[src/rtl/vote_tally.sv]
// rtl/vote_tally.sv - per-candidate saturating vote tally with acknowledge lockout
// Purpose: accepts one-cycle vote pulses, keeps one saturating tally per candidate,
//   locks out further votes for ACK_CYCLES cycles after each accepted vote, and
//   shows a selected tally in result mode.
// Ports:
//   clock       rising-edge system clock
//   reset       asynchronous, active-high reset
//   valid_vote  one-cycle vote pulses, bit i = candidate i
//   mode        0 = voting, 1 = result display
//   sel         candidate index shown in result mode
//   result      registered tally of candidate sel (0 outside result mode)
//   ack_led     one-hot accepted candidate, lit during the acknowledge window
//   multi_err   one-cycle pulse on an ambiguous (multi-bit) press
//   busy        high while the acknowledge window runs
//   total       only with VOTE_TALLY_TOTAL_EN: saturating sum of accepted votes
module vote_tally #(
  parameter int NUM_CAND   = 4,
  parameter int CNT_W      = 8,
  parameter int ACK_CYCLES = 100
) (
  input  logic                          clock,
  input  logic                          reset,
  input  logic [NUM_CAND-1:0]           valid_vote,
  input  logic                          mode,
  input  logic [$clog2(NUM_CAND)-1:0]   sel,
  output logic [CNT_W-1:0]              result,
  output logic [NUM_CAND-1:0]           ack_led,
  output logic                          multi_err,
  output logic                          busy
`ifdef VOTE_TALLY_TOTAL_EN
  ,
  output logic [CNT_W+$clog2(NUM_CAND)-1:0] total
`endif
);

  localparam int SEL_W = $clog2(NUM_CAND);
  localparam int CW    = $clog2(NUM_CAND + 1);
  localparam int TMR_W = (ACK_CYCLES > 1) ? $clog2(ACK_CYCLES) : 1;

  typedef enum logic [1:0] {IDLE, ACK, RESULT} state_t;

  state_t             state, state_n;
  logic [TMR_W-1:0]   timer, timer_n;
  logic [NUM_CAND-1:0] ack_n;
  logic               busy_n, err_n, accept;
  logic [CNT_W-1:0]   result_n, sel_tally;
  logic [CW-1:0]      vote_cnt;
  logic [SEL_W-1:0]   vote_idx;
  logic [CNT_W-1:0]   tally [NUM_CAND];

  // Population count of the pulses plus the index of the (last) set bit; the
  // index is only used when the count is exactly one.
  always_comb begin
    vote_cnt = '0;
    vote_idx = '0;
    for (int i = 0; i < NUM_CAND; i++) begin
      if (valid_vote[i]) begin
        vote_cnt = vote_cnt + CW'(1);
        vote_idx = SEL_W'(i);
      end
    end
  end

  // Out-of-range sel (non power-of-two NUM_CAND) matches nothing and reads 0.
  always_comb begin
    sel_tally = '0;
    for (int i = 0; i < NUM_CAND; i++) begin
      if (sel == SEL_W'(i)) sel_tally = tally[i];
    end
  end

  always_comb begin
    state_n  = state;
    timer_n  = timer;
    ack_n    = ack_led;
    busy_n   = busy;
    err_n    = 1'b0;
    result_n = '0;
    accept   = 1'b0;
    case (state)
      IDLE: begin
        if (mode) begin
          state_n = RESULT;
        end else if (vote_cnt == CW'(1)) begin
          accept  = 1'b1;
          state_n = ACK;
          ack_n   = NUM_CAND'(1) << vote_idx;
          busy_n  = 1'b1;
          timer_n = TMR_W'(ACK_CYCLES - 1);
        end else if (vote_cnt > CW'(1)) begin
          err_n = 1'b1;
        end
      end
      ACK: begin
        if (timer == '0) begin
          state_n = IDLE;
          ack_n   = '0;
          busy_n  = 1'b0;
        end else begin
          timer_n = timer - TMR_W'(1);
        end
      end
      RESULT: begin
        if (mode) result_n = sel_tally;
        else      state_n  = IDLE;
      end
      default: state_n = IDLE;
    endcase
  end

  always_ff @(posedge clock or posedge reset) begin
    if (reset) state <= IDLE;
    else       state <= state_n;
  end

  always_ff @(posedge clock or posedge reset) begin
    if (reset) begin
      timer     <= '0;
      ack_led   <= '0;
      busy      <= 1'b0;
      multi_err <= 1'b0;
      result    <= '0;
    end else begin
      timer     <= timer_n;
      ack_led   <= ack_n;
      busy      <= busy_n;
      multi_err <= err_n;
      result    <= result_n;
    end
  end

  // Tallies hold at all-ones rather than wrapping.
  always_ff @(posedge clock or posedge reset) begin
    if (reset) begin
      for (int i = 0; i < NUM_CAND; i++) tally[i] <= '0;
    end else begin
      for (int i = 0; i < NUM_CAND; i++) begin
        if (accept && vote_idx == SEL_W'(i) && tally[i] != '1)
          tally[i] <= tally[i] + CNT_W'(1);
      end
    end
  end

`ifdef VOTE_TALLY_TOTAL_EN
  always_ff @(posedge clock or posedge reset) begin
    if (reset)                      total <= '0;
    else if (accept && total != '1) total <= total + (CNT_W+SEL_W)'(1);
  end
`endif

endmodule

[config.mk]
export PLATFORM = sky130hd
export DESIGN_NAME = vote_tally
export DESIGN_NICKNAME = d
export VERILOG_FILES = /design/src/rtl/vote_tally.sv
export SDC_FILE = /design/constraint.sdc
export NUM_CORES = 1
export LEC_CHECK = 0
export ABC_AREA = 1
export CAP_MARGIN = 5
export CELL_PAD_IN_SITES_DETAIL_PLACEMENT = 1
export CELL_PAD_IN_SITES_GLOBAL_PLACEMENT = 2
export CORE_MARGIN = 2
export CORE_UTILIZATION = 34
export DETAILED_ROUTE_END_ITERATION = 10
export GPL_TIMING_DRIVEN = 0
export PLACE_DENSITY = 0.86
export SLEW_MARGIN = 20
export SYNTH_ARGS = -nofsm -noshare
export SYNTH_HDL_FRONTEND = slang
export SYNTH_SLANG_ARGS = --single-unit
[constraint.sdc]
create_clock -name clock -period 2 [get_ports clock]
set_clock_uncertainty 0.05 [all_clocks]
set_input_delay 0.4 -clock clock [delete_from_list [all_inputs] [get_ports clock]]
set_output_delay 0.4 -clock clock [all_outputs]
set_load 0.01 [all_outputs]
Word level (Yosys, flattened, before mapping)
Index checks and enable logic that the tools add are counted.
{ "classes": {"addsub": 8, "n_eq_ne": 19, "n_lt_le_gt_ge": 1, "reduce_logical": 16, "muxes": 37, "shift": 1} }
{ "op_table": {"columns": ["operator", "count"], "rows": [
  ["8-bit two-way mux", 6],
  ["8-bit by 1-bit adder with 8-bit output (second input constant)", 4],
  ["8-bit inequality test (second input constant)", 4],
  ["7-bit two-way mux", 3],
  ["7-bit one-hot mux with 2 select lines", 1],
  ["1-bit two-way mux", 12],
  ["2-bit two-way mux", 6],
  ["4-bit two-way mux", 3],
  ["2-bit equality test (second input constant)", 5],
  ["2-bit inequality test (second input constant)", 5],
  ["3-bit by 1-bit adder with 3-bit output (second input constant)", 3],
  ["3-bit two-way mux", 3],
  ["1-bit logical AND", 8],
  ["4-bit one-hot mux with 2 select lines", 1],
  ["4-bit AND reduction", 2],
  ["7-bit zero test", 1],
  ["7-bit by 1-bit subtractor with 7-bit output (second input constant)", 1],
  ["2-bit by 1-bit equality test with 1-bit output (second input constant)", 3],
  ["2-bit zero test", 3],
  ["2-bit one-hot mux with 3 select lines", 1],
  ["1-bit by 2-bit << shifter with 4-bit output (first input constant)", 1],
  ["3-bit by 1-bit equality test with 1-bit output (second input constant)", 1],
  ["3-bit by 1-bit > comparator with 1-bit output (second input constant)", 1],
  ["3-bit inequality test (second input constant)", 1],
  ["3 further kinds", 3]
]} }
{ "totals": {"ff_bits": 55, "out_inout_bits": 14, "inputBits": 9, "elab_cells": 92} }

Longest topological paths before layout
{ "logic_depth": {"word_depth": 13, "mapped_depth": 17, "depth_no_buf": 17} }

Worst setup path after synthesis
Ideal clock, no wire load.
{ "synth_path": {"kind": "input to register", "start": "input valid_vote[1]", "end": "register tally[0] (netlist bit)", "required_ns": 1.832, "path_slack_ns": -0.251, "setup_ns": 0.118, "n_path_buf": 1, "arrival_ns": 2.083, "stages": 15, "cell_sequence": "inv_1 -> ha_1 -> inv_1 -> nand2_1 -> nand2_1 -> inv_1 -> ha_1 -> or2_0 -> nand2_1 -> nand3_2 -> nor2_4 -> buf_6 -> nand2_2 -> nand2_1 -> nand2_1"} }
{ "synth_via": {"elab_chain_cells": 11, "elab_cells_between_ends": 15, "cone_classes": "add/sub (2); eq/ne (2); mux (9); reduce/logical (2)"} }
{ "synth_lines": {"columns": ["item", "line", "text"], "rows": [
  ["start, declared", "23", "input logic [NUM_CAND-1:0] valid_vote,"],
  ["3-bit two-way mux", "57", "if (valid_vote[i]) begin"],
  ["3-bit by 1-bit adder with 3-bit output", "58", "vote_cnt = vote_cnt + CW'(1);"],
  ["3-bit two-way mux", "57", null],
  ["3-bit by 1-bit adder with 3-bit output", "58", null],
  ["3-bit two-way mux", "57", null],
  ["3-bit by 1-bit equality test with 1-bit output", "84", "end else if (vote_cnt == CW'(1)) begin"],
  ["1-bit two-way mux", "84", null],
  ["1-bit two-way mux", "82", "if (mode) begin"],
  ["1-bit two-way mux", "80", "case (state)"],
  ["1-bit logical AND * (2 in a row)", "138", "if (accept && vote_idx == SEL_W'(i) && tally[i] != '1)"],
  ["end signal, assigned by index", "139", "tally[i] <= tally[i] + CNT_W'(1);"],
  ["end, declared", "49", "logic [CNT_W-1:0] tally [NUM_CAND];"]
]} }
Mark *: on every way between the ends. The rest lies on a longest branch, timed or not.
A chain may end at the register's enable or synchronous reset.

Worst setup path after layout
{ "layout_path": {"start": "input valid_vote[1]", "end": "register tally[17] (netlist bit)"} }
Same word-level chain as after synthesis.

==> impl_metrics.tcl <==
set metrics [dict create \
    initial_core_util_pct 34.7 \
    p_per_area_nw_per_um2 709 \
    tritoncts "built" \
    timing.hold.ws_ps 313 \
    hold_class "primary input to flop" \
    numClockSinks 55 \
    cts_hold_buf 0 \
    grt_use_met1_pct 24.1 \
    die_h_microns 100 \
    vias_per_cell 5.09 \
    cp-start-kind "primary input" \
    die_x_microns 100 \
    synth_seq_cells 55 \
    fin_setup_tns_ps -2930 \
    status "finished, violations left" \
    overflow 0 \
    final_cell_mix "122 x nand2_1, 55 x dfrtp_1, 41 x nand3_1" \
    yosysWarnings 0 \
    clockBufferDepth 2 \
    synthToLayoutAreaGrowth_pct 27.3 \
    grt_pass1_wl_mm 14.9 \
    syn_inst 421 \
    leakage_nw 2.00 \
    dieArea_sq_um 10100 \
    rsz0062_at_grt "yes" \
    drt_pre_antenna_iters 4 \
    route.detailed.drc 0 \
    grt_pass1_vias 3019 \
    crit_fanout 4 \
    seq_area_sq_um 1380 \
    worstHoldPathCells 4 \
    ir_worst_vdd_mv 0.323 \
    wl_per_cell_microns 15.3 \
    num_antenna_cells 0 \
    grt_max_degree 56 \
    drtIter0Drc 84 \
    syn_area_per_cell_sq_um 7.50 \
    htree_levels 2 \
    worst_slack_ps -115 \
    clk_latency_ps 320 \
    yosys.area.top_type "dfrtp_1" \
    critPathCaptureType "flop" \
    via_count 2924 \
    path_class "primary input to flop" \
    core.rowCount 35 \
    yosysSeqAreaShare_pct 43.6 \
    pre_cts_ws_ps -1180 \
    fin_nets 481 \
    tightest_slew_ps 678 \
    slew_viol_final 0 \
    synthTopCellsByArea "dfrtp_1 44%, nand2_1 18%, nand3_1 6.8%, xor2_1 5.3%, inv_1 5.2%" \
    antenna_found_initial 0 \
    core_sq_um 9110 \
    grtUsageMet2_pct 32.7 \
    use_met3_pct 2.37 \
    cp_data_arrival_time_ps 2280 \
    hold_violations 0 \
    violations "negative setup slack" \
    fin_crit_ps 2110 \
    numPortBuffers 21 \
    syn_area_sq_um 3160 \
    required_ps 2170 \
    top_usage_layer "met2" \
    maxSlewHeadroom_pct 54.6 \
    final_cells 575 \
    hpwl_mm 6.25 \
    utilization_pct 44.1 \
    synth_top_area_share_pct 43.6 \
    routabilityCongestion 0.790 \
    final_common_cell "nand2_1" \
    num-fill-cells 1133 \
    cts-root-buf "clkbuf_8" \
    ios 23 \
    synth_nets 439 \
    wirelength_mm 8.81 \
    fin_crit_sh_pct 106 \
    grt_use_total_pct 18.5 \
    finalSetupViolCount 43 \
    tritoncts.num_buffers 5 \
    drv_cap 0 \
    clk_pin_slew_ps 110 \
    dp.cells 554 \
    drive_above_1_share_pct 17.5 \
    ant_nets 0 \
    multi_input_area_sq_um 1750 \
    reg2regPathDepth 7 \
    yosysUniqueCellTypes 26 \
    max_freq_mhz 473 \
]
report_power, final:
part           total, W  internal [W]  switching, W  leakage [nW]
Sequential      0.00138       0.00125      0.000130         0.745
Combinational  0.000761      0.000338      0.000424          1.21
Clock          0.000705      0.000316      0.000389        0.0505
Total           0.00285       0.00190      0.000943          2.00
critical path: stages:
cell and delay (ps):
buf_12 90, inv_12 30, ha_4 280, inv_2 40
nand2_2 60, nand2_2 60, inv_2 60, ha_4 180
or2_0 190, nand2_1 100, buf_4 120, nand2_1 80
nor2_4 170, nand4_1 130, buf_4 170, nand2_1 70
nand2_1 50
repair_timing:
action	4_1_cts	5_1_grt
setup buffers	8	4
cloned	2	0
pin swaps	17	10
setup endpoints to repair	46	44
resized for setup	52	17
per-stage QoR:
stage | total power (W) | instance area [sq um]
2_1_floorplan | 0.00183 | 3210
3_3_place_gp | 0.00205 | 3560
3_5_place_dp | 0.00210 | 3590
4_1_cts | 0.00287 | 3970
5_1_grt | 0.00303 | 4020
6_report | 0.00285 | 4020
logic make-up (layout without fill, tap and decap cells):
family          count (synthesis)  after routing  share of synthesized area (%)
simple gates                  247            247                           33.1
flops                          55             55                           43.6
buf+inv                        51             94                           6.62
compound gates                 34             34                           6.18
xor+xnor                       25             25                           6.94
fa+ha+maj                       9              9                           3.57
synth_stat cells (all sizes together):
master  number
a21oi       10
a31oi        3
and2         1
buf          4
clkbuf       2
dfrtp       55
ha           9
inv         45
nand2      155
nand3       44
nand3b       2
nand4        8
nor2        31
nor3         4
o21a         1
o21ai       15
o221ai       5
or2          2
xnor2        6
xor2        19
cell type report:
cell class / count / area share (%)
well taps: 111 / 3.46
flip-flops and latches: 55 / 34.3
inverters: 45 / 4.64
repair buffers: 35 / 9.93
clock inverters: 1 / 0.187
plain buffers: 6 / 1.49
multi-input cells: 315 / 43.6
clock buffers: 7 / 2.40
path summary, 6_finish.rpt:
path,startpoint,endpoint,slack [ps]
hold reg to reg,ack_led[0],ack_led[0],440
setup reg to reg,tally[0],tally[3],100
setup / recovery,valid_vote[1],tally[17],-110
min in group asynchronous,reset,tally[1],430
hold / removal,valid_vote[1],ack_led[0],310
max in group asynchronous,reset,tally[18],1200
registers in the layout, indices dropped and copies added, names as in the netlist:
| name | flops |
|---|---|
| result | 8 |
| busy | 1 |
| timer | 7 |
| state | 2 |
| ack_led | 4 |
| tally | 32 |
| multi_err | 1 |
per-layer routing:
layer  part of all wire [%]  wire length [microns]  vias to the layer above
met1                     45                   3980                     1464
met3                    1.4                    123                        8
met2                     52                   4580                       17
met4                    1.4                    122                        0
met5                      0                      0                        -
li1                       -                      -                     1435
Power figures use the tool's default switching activity.
